`src/rtl/clock_pkg.sv`:
```
// Shared mode encoding and BCD limits for the clock timekeeping controller.
// Pure declarations, no latency.
// No flow control.
package clock_pkg;

    typedef enum logic [1:0] {
        MODE_RUN     = 2'd0,
        MODE_SET_HR  = 2'd1,
        MODE_SET_MIN = 2'd2
    } mode_e;

    localparam logic [3:0] BCD_SEC_TENS_MAX = 4'd5;
    localparam logic [3:0] BCD_UNITS_MAX    = 4'd9;

    // True when a tens/units pair reads 59; illegal digits never match.
    function automatic logic is_bcd_59(input logic [3:0] tens, input logic [3:0] units);
        return (tens == BCD_SEC_TENS_MAX) && (units == BCD_UNITS_MAX);
    endfunction

endpackage

```
`src/rtl/clock_ctrl_btn_edge.sv`:
```
// Button conditioner: two-flop synchronizer followed by a rising-edge detector.
// Pulse is high for one cycle after the 2nd edge sampling btn high; consumers register it on the 3rd.
// No backpressure: a held button yields one pulse, release yields none.
module btn_edge (
    input  logic clk,
    input  logic reset_n,
    input  logic btn,
    output logic pulse
);

    logic sync1;
    logic sync2;
    logic prev;

    always_ff @(posedge clk or negedge reset_n) begin
        if (!reset_n) begin
            sync1 <= 1'b0;
            sync2 <= 1'b0;
            prev  <= 1'b0;
        end else begin
            sync1 <= btn;
            sync2 <= sync1;
            prev  <= sync2;
        end
    end

    assign pulse = sync2 & ~prev;

endmodule

```
`src/rtl/clock_ctrl.sv`:
```
// Timekeeping controller: 1 s prescaler, counter enable strobes with carry, button set-time FSM.
// Strobes are registered, one cycle wide; button events act at the 3rd edge the raw button is high.
// No backpressure: counters must accept every strobe; simultaneous mode/inc drops the inc.
module clock_ctrl
    import clock_pkg::*;
#(
    parameter int TICK_DIV  = 50000000,
    parameter int BLINK_DIV = 12500000
) (
    input  logic       clk,
    input  logic       reset_n,
    input  logic       btn_mode,
    input  logic       btn_inc,
    input  logic [3:0] sec_tens,
    input  logic [3:0] sec_units,
    input  logic [3:0] min_tens,
    input  logic [3:0] min_units,
    output logic       sec_en,
    output logic       min_en,
    output logic       hr_en,
    output logic       sec_clr,
    output logic [1:0] mode,
    output logic       blink,
    output logic       tick_1hz
);

    localparam int PW = $clog2(TICK_DIV);
    localparam int BW = (BLINK_DIV > 1) ? $clog2(BLINK_DIV) : 1;
    localparam logic [PW-1:0] PRESC_TOP = PW'(TICK_DIV - 1);
    localparam logic [BW-1:0] BLINK_TOP = BW'(BLINK_DIV - 1);

    logic          mode_evt;
    logic          inc_evt;
    mode_e         state;
    mode_e         state_nxt;
    logic [PW-1:0] presc;
    logic [PW-1:0] presc_nxt;
    logic [BW-1:0] bcnt;
    logic [BW-1:0] bcnt_nxt;
    logic          blink_nxt;
    logic          sec_en_nxt;
    logic          min_en_nxt;
    logic          hr_en_nxt;
    logic          sec_clr_nxt;
    logic          sec_wrap;
    logic          min_wrap;

    btn_edge u_mode_edge (
        .clk     (clk),
        .reset_n (reset_n),
        .btn     (btn_mode),
        .pulse   (mode_evt)
    );

    btn_edge u_inc_edge (
        .clk     (clk),
        .reset_n (reset_n),
        .btn     (btn_inc),
        .pulse   (inc_evt)
    );

    // Counter values are sampled before they advance, so 59 means "about to wrap".
    assign sec_wrap = is_bcd_59(sec_tens, sec_units);
    assign min_wrap = is_bcd_59(min_tens, min_units);

    always_comb begin
        state_nxt   = state;
        presc_nxt   = presc;
        bcnt_nxt    = bcnt;
        blink_nxt   = blink;
        sec_en_nxt  = 1'b0;
        min_en_nxt  = 1'b0;
        hr_en_nxt   = 1'b0;
        sec_clr_nxt = 1'b0;

        case (state)
            MODE_RUN: begin
                if (mode_evt) begin
                    state_nxt = MODE_SET_HR;
                    presc_nxt = '0;
                end else if (presc == PRESC_TOP) begin
                    presc_nxt  = '0;
                    sec_en_nxt = 1'b1;
                    min_en_nxt = sec_wrap;
                    hr_en_nxt  = sec_wrap & min_wrap;
                end else begin
                    presc_nxt = presc + PW'(1);
                end
            end
            MODE_SET_HR: begin
                presc_nxt = '0;
                if (mode_evt) begin
                    state_nxt = MODE_SET_MIN;
                end else if (inc_evt) begin
                    hr_en_nxt = 1'b1;
                end
            end
            MODE_SET_MIN: begin
                presc_nxt = '0;
                if (mode_evt) begin
                    state_nxt   = MODE_RUN;
                    sec_clr_nxt = 1'b1;
                end else if (inc_evt) begin
                    min_en_nxt = 1'b1;
                end
            end
            default: begin
                presc_nxt = '0;
                state_nxt = MODE_RUN;
            end
        endcase

        // Blink phase restarts on every mode change so the flash always begins visible.
        if ((state_nxt != state) || (state_nxt == MODE_RUN)) begin
            bcnt_nxt  = '0;
            blink_nxt = 1'b0;
        end else if (bcnt == BLINK_TOP) begin
            bcnt_nxt  = '0;
            blink_nxt = ~blink;
        end else begin
            bcnt_nxt = bcnt + BW'(1);
        end
    end

    always_ff @(posedge clk or negedge reset_n) begin
        if (!reset_n) begin
            state   <= MODE_RUN;
            presc   <= '0;
            bcnt    <= '0;
            blink   <= 1'b0;
            sec_en  <= 1'b0;
            min_en  <= 1'b0;
            hr_en   <= 1'b0;
            sec_clr <= 1'b0;
        end else begin
            state   <= state_nxt;
            presc   <= presc_nxt;
            bcnt    <= bcnt_nxt;
            blink   <= blink_nxt;
            sec_en  <= sec_en_nxt;
            min_en  <= min_en_nxt;
            hr_en   <= hr_en_nxt;
            sec_clr <= sec_clr_nxt;
        end
    end

    assign mode     = state;
    assign tick_1hz = sec_en;

endmodule

```
`config.mk`:
```
export PLATFORM = sky130hd
export DESIGN_NAME = clock_ctrl
export DESIGN_NICKNAME = d
export VERILOG_FILES = /design/src/rtl/clock_pkg.sv /design/src/rtl/clock_ctrl_btn_edge.sv /design/src/rtl/clock_ctrl.sv
export SDC_FILE = /design/constraint.sdc
export NUM_CORES = 1
export LEC_CHECK = 0
export CORE_ASPECT_RATIO = 0.75
export CORE_MARGIN = 2
export CORE_UTILIZATION = 44
export DETAILED_ROUTE_END_ITERATION = 10
export PLACE_DENSITY_LB_ADDON = 0.05
export SYNTH_ARGS = -nofsm -noshare
export SYNTH_HDL_FRONTEND = slang
export SYNTH_SLANG_ARGS = --single-unit
```
`constraint.sdc`:
```
create_clock -name clk -period 6.5 [get_ports clk]
set_clock_uncertainty 0.1 [all_clocks]
set_input_delay 1.3 -clock clk [delete_from_list [all_inputs] [get_ports clk]]
set_output_delay 1.3 -clock clk [all_outputs]
set_load 0.01 [all_outputs]
```
==> results.yml, run 1 <==
cts:
  cts.path.max_buffers: 2
  post_cts_resized: 0
  clock_latency_ns: 0.34
  htreeDepth: 3
  post-cts-setup-buffer-count: 0
  root_buffer: "clkbuf_8"
  clkTransAtPathRegs_ns: 0.07
  cts_tree: "yes"
  numCtsBuffers: 9
  cts_hold_buf: 0
  cts.sinks: 63
setup_path:
  cp_slowest_cell: "clkdlybuf4s50_1"
  endpoint_kind: "primary output"
  path_class: "flip-flop to primary output"
  crit_fanout: 9
  cp_data_arrival_time_ns: 1.47
  path_delay_family: "buffers and inverters"
  required_ns: 5.10
  path_cells: "clkdlybuf4s50_1"
  max_stage_delay_ns: 0.61
  worst_setup_path_start_kind: "flip-flop"
  cp_num_buf_inv: 1
synth:
  seq_area_frac_synth_pct: 50.8
  synth_edf_count: 0
  async_reset_ff_share_pct: 100
  syn-cell-area_um2: 3110
  synth_area_per_cell_um2: 9.74
  synth_fp_nets: 341
  syn_inst: 319
  ys_ff_latch: 63
  synth_cell_types: 37
  synthFlopType: "dfrtp_1"
  yosys_warnings: 0
placement:
  port_buffers: 27
  finalWeightedCongestion: 0.774
  post-dp-hpwl_um: 4300
  place_area_um2: 3410
  dp_cells: 416
global_routing:
  gr-total-overflow: 0
  antenna_found_initial: 0
  grt_pass1_wl_um: 10800
  grt_pass1_vias: 2137
  track_usage_pct: 17.8
  grt_max_degree: 64
job:
  max_cap_violations: 0
sta:
  max_slew.worst_pin.slew_ns: 0.993
  rsz0062_at_grt: "no"
  min_period_ns: 2.87
  tns_ns: 0
  fmax_mhz: 349
  max_slew_margin_pct: 33.7
  period_share_pct: 44.1
  setup_viol: 0
  report.final.slew_viol_count: 0
  hold_viol_final: 0
cells_and_area:
  final_layout_size_suffix_gt1_share_pct: 6.63
  largest_register_ffs: 26
  final_cells: 431
  antenna_cells: 0
  nNetsFinal: 365
  syn_to_final_growth_pct: 15.0
  regMostFlops: "presc"
  final_area_um2: 3570
route:
  drtIter0Drc: 119
  drc: 0
  postRouteAntennaNets: 0
  wl_um: 6370
  drtPass1Iterations: 4
  vias: 2404
  routedWlPerCell_um: 14.8
  via_per_inst: 5.58
power_and_ir_drop:
  total_power_w: 0.000869
  peakVddDrop_v: 0.000111
  p_leak_nw: 1.32
  powerDensity_nw_per_um2: 243
floorplan:
  start_util_pct: 45.5
  core_um2: 6830
  io_pins: 28
  fp.dieH_um: 76.8
  rows: 26
  die-width_um: 101
  dieArea_um2: 7750
outcome:
  status: "finished, final reports clean"
hold_path:
  holdCritPathClass: "flip-flop to flip-flop"
-- cell usage in the layout, fill, tap and decap left out, drive strengths merged, types with 2 or more instances in the layout --
cell / netlist / layout
a21oi: 25 / 25
and3: 3 / 3
and4: 4 / 4
buf: 4 / 2
clkbuf: 11 / 10
clkdlybuf4s50: 0 / 26
clkinv: 0 / 5
dfrtp: 63 / 63
ha: 2 / 2
inv: 10 / 10
nand2: 19 / 19
nand2b: 3 / 3
nand3: 15 / 15
nand4: 15 / 15
nand4bb: 2 / 2
nor2: 32 / 32
nor3: 4 / 4
nor3b: 3 / 3
nor4: 5 / 5
nor4bb: 2 / 2
o21ai: 14 / 14
o31ai: 11 / 11
or3: 18 / 18
or3b: 2 / 2
or4: 16 / 16
or4b: 2 / 2
xnor2: 18 / 18
xor2: 7 / 7
-- synth_stat cells, types with 2 or more instances --
master | number | area, um^2
nand3_1 | 15 | 75.1
xnor2_1 | 18 | 158
nand4bb_1 | 2 | 22.5
ha_1 | 2 | 25.0
and4_1 | 4 | 35.0
o31ai_1 | 11 | 82.6
or4b_1 | 2 | 20.0
nor3b_1 | 3 | 22.5
and3_1 | 3 | 18.8
a21oi_1 | 25 | 125
nand2_1 | 19 | 71.3
or3b_2 | 2 | 17.5
clkbuf_1 | 11 | 41.3
nor4bb_1 | 2 | 20.0
nor2_1 | 32 | 120
nor4_1 | 5 | 31.3
nand4_1 | 15 | 93.8
buf_4 | 3 | 22.5
nand2b_1 | 3 | 18.8
xor2_1 | 7 | 61.3
o21ai_0 | 14 | 70.1
inv_1 | 10 | 37.5
nor3_1 | 4 | 20.0
or3_1 | 18 | 113
or4_1 | 15 | 113
dfrtp_1 | 63 | 1580
-- per-layer routing --
metal / GRT usage, % / wire length, um
met1: 28.4 / 3500
met2: 21.9 / 2410
met3: 5.83 / 383
met4: 6.08 / 75
met5: 0 / 0
-- report_power, final --
group	internal [W]	switching (W)
clock network	0.000143	0.000147
logic	0.0000505	0.0000926
registers	0.000411	0.0000248
total	0.000605	0.000264
-- cell families (layout without fill, tap and decap cells) --
| kind of cell | count (synthesis) | after routing | synth area share (%) |
|---|---|---|---|
| AO/OA/AOI/OAI | 53 | 53 | 9.83 |
| buffers and inverters | 25 | 53 | 3.63 |
| adder cells (fa/ha/maj) | 2 | 2 | 0.806 |
| XOR/XNOR | 25 | 25 | 7.05 |
| flip-flops | 63 | 63 | 50.8 |
| AND/OR/NAND/NOR | 151 | 151 | 27.9 |
-- per-stage QoR --
| step | utilization, % | worst slack (ns) | hold WS, ns |
|---|---|---|---|
| 3_5_place_dp | 49.9 | 3.78 | 0.235 |
| 2_1_floorplan | - | 4.36 | 0.231 |
| 3_3_place_gp | 49.9 | 3.80 | 0.235 |
| 6_report | 52.3 | 3.63 | 0.250 |
| 4_1_cts | 52.3 | 3.62 | 0.251 |
| 5_1_grt | 52.3 | 3.54 | 0.279 |
-- area by class of cell --
| cell class | instances | area, um^2 |
|---|---|---|
| Fill cell | 662 | 3260 |
| Clock inverter | 5 | 25.0 |
| Multi-Input combinational cell | 231 | 1420 |
| Clock buffer | 10 | 138 |
| Tap cell | 84 | 105 |
| Sequential cell | 63 | 1580 |
| Timing Repair Buffer | 28 | 273 |
| Inverter | 10 | 37.5 |
-- path summary, 6_finish.rpt --
path | from | endpoint | slack (ns) | cells after the start
max reg2reg | bcnt[6] | bcnt[10] | 3.81 | 4
min | u_mode_edge.sync1 | u_mode_edge.sync2 | 0.25 | 0
min reg2reg | u_mode_edge.sync1 | u_mode_edge.sync2 | 0.25 | 0
min in group asynchronous | reset_n | presc[21] | 1.02 | 2
max in group asynchronous | reset_n | presc[14] | 4.74 | 2
max | mode[0] | mode[0] | 3.63 | 1
(Power assumes the default switching activity.)
==> run 2: changes to the inputs <==
==> constraint.sdc (replaced) <==
create_clock -name clk -period 2.4 [get_ports clk]
set_clock_uncertainty 0.1 [all_clocks]
set_input_delay 0.48 -clock clk [delete_from_list [all_inputs] [get_ports clk]]
set_output_delay 0.48 -clock clk [all_outputs]
set_load 0.01 [all_outputs]
==> results.yml, run 2 (synthesis results as in run 1) <==
cells_and_area:
  final_area_um2: 3710
  regMostFlops: "presc"
  syn_to_final_growth_pct: 19.6
  layout_common_cells: "dfrtp_1 (63), nor2_1 (32), clkdlybuf4s50_1 (26), a21oi_1 (25), nand2_1 (19)"
  final_common_cell: "dfrtp_1"
  nNetsFinal: 377
  antenna_cells: 0
  final_layout_size_suffix_gt1_share_pct: 9.44
  largest_register_ffs: 26
setup_path:
  regToRegSetupSlack_ns: 0.19
  required_ns: 2.56
  endpoint_kind: "flip-flop"
  crit_fanout: 14
  r2r_cells: 5
  worst_setup_path_start_kind: "flip-flop"
  cp_data_arrival_time_ns: 2.37
  rr_endpoint: "presc[25]"
  r2r-start: "presc[6]"
  path_class: "flip-flop to flip-flop"
sta:
  hold_viol_final: 0
  tns_ns: 0
  layout_setup_ws_ns: 0.188
  max_slew.worst_pin.slew_ns: 0.537
  finalHoldWorstSlack_ns: 0.0316
  rsz0062_at_grt: "no"
  setup_viol: 0
  fmax_mhz: 452
  max_slew_margin_pct: 63.7
  report.final.slew_viol_count: 0
  period_share_pct: 92.2
  min_period_ns: 2.21
route:
  postRouteAntennaNets: 0
  vias: 2489
  routedWlPerCell_um: 14.9
  wl_um: 6610
  drtPass1Iterations: 5
  via_per_inst: 5.61
  drc: 0
  drtIter0Drc: 101
cts:
  clock_latency_ns: 0.34
  post-cts-setup-buffer-count: 0
  cts_hold_buf: 0
  clkTransAtPathRegs_ns: 0.07
  post_cts_resized: 0
  cts.sinks: 63
  cts.path.max_buffers: 2
  htreeDepth: 3
  numCtsBuffers: 9
  root_buffer: "clkbuf_8"
  cts_tree: "yes"
floorplan:
  die-width_um: 101
  fp.dieH_um: 76.8
  start_util_pct: 45.5
  dieArea_um2: 7750
  core_um2: 6830
  io_pins: 28
  rows: 26
placement:
  port_buffers: 27
  finalWeightedCongestion: 0.813
  post-place-ws_ns: 0.212
  post-dp-hpwl_um: 4570
  place_area_um2: 3520
job:
  max_cap_violations: 0
global_routing:
  track_usage_pct: 19.2
  grt_pass1_vias: 2374
  gr-total-overflow: 0
  grt_pass1_wl_um: 11500
  grt_max_degree: 64
  antenna_found_initial: 0
power_and_ir_drop:
  powerDensity_nw_per_um2: 687
  p_leak_nw: 1.40
  total_power_w: 0.00255
  peakVddDrop_v: 0.000378
hold_path:
  holdCritPathClass: "input pin to async pin"
outcome:
  status: "finished, final reports clean"
-- run 2: changes by cell type in the layout (fill, tap and decap cells not counted), sizes merged --
cell / before / now
buf: 2 / 14
bufinv: 0 / 1
clkbuf: 10 / 12
clkinv: 5 / 3
-- run 2: layout make-up --
| cell class | instances | area, um^2 |
|---|---|---|
| Clock inverter | 4 | 45.0 |
| Inverter | 10 | 37.5 |
| Sequential cell | 63 | 1580 |
| Tap cell | 84 | 105 |
| Timing Repair Buffer | 40 | 388 |
| Fill cell | 623 | 3120 |
| Multi-Input combinational cell | 231 | 1420 |
| Clock buffer | 12 | 145 |
-- run 2: power breakdown --
group,switching [W],total [W],internal [W]
registers,0.0000605,0.00117,0.00111
clock network,0.000403,0.000906,0.000503
logic,0.000268,0.000472,0.000203
-- run 2: how the worst max path moves through the flow --
stage / startpoint / to / slack [ns] / depth (start not counted)
3_5_place_dp: bcnt[0] / bcnt[22] / 0.21 / 5
4_1_cts: presc[6] / presc[25] / 0.17 / 5
5_1_grt: presc[7] / presc[25] / 0.03 / 5
3_3_place_gp: bcnt[16] / bcnt[11] / 0.25 / 5
2_1_floorplan: bcnt[0] / bcnt[22] / 0.26 / 6
6_report: presc[6] / presc[25] / 0.19 / 5
-- run 2: per-stage QoR --
stage	std cells	util, %
finish	444	54.4
CTS	444	54.4
detailed placement	428	51.6
global route	444	54.4
floorplan	319	-
global placement	428	51.6
-- run 2: critical path: stages, from the launching register on --
cell     delay (ns)
dfrtp_1        0.41
nand4_1        0.21
or4_1          0.55
buf_4          0.20
or4_1          0.49
a21oi_1        0.18
-- run 2: routing by layer --
layer	global-route usage (%)	vias up	wire, um
met3	7.11	8	477
met2	25.3	57	2560
met5	0	-	0
met1	29.0	1186	3490
met4	5.68	0	85
li1	-	1238	-
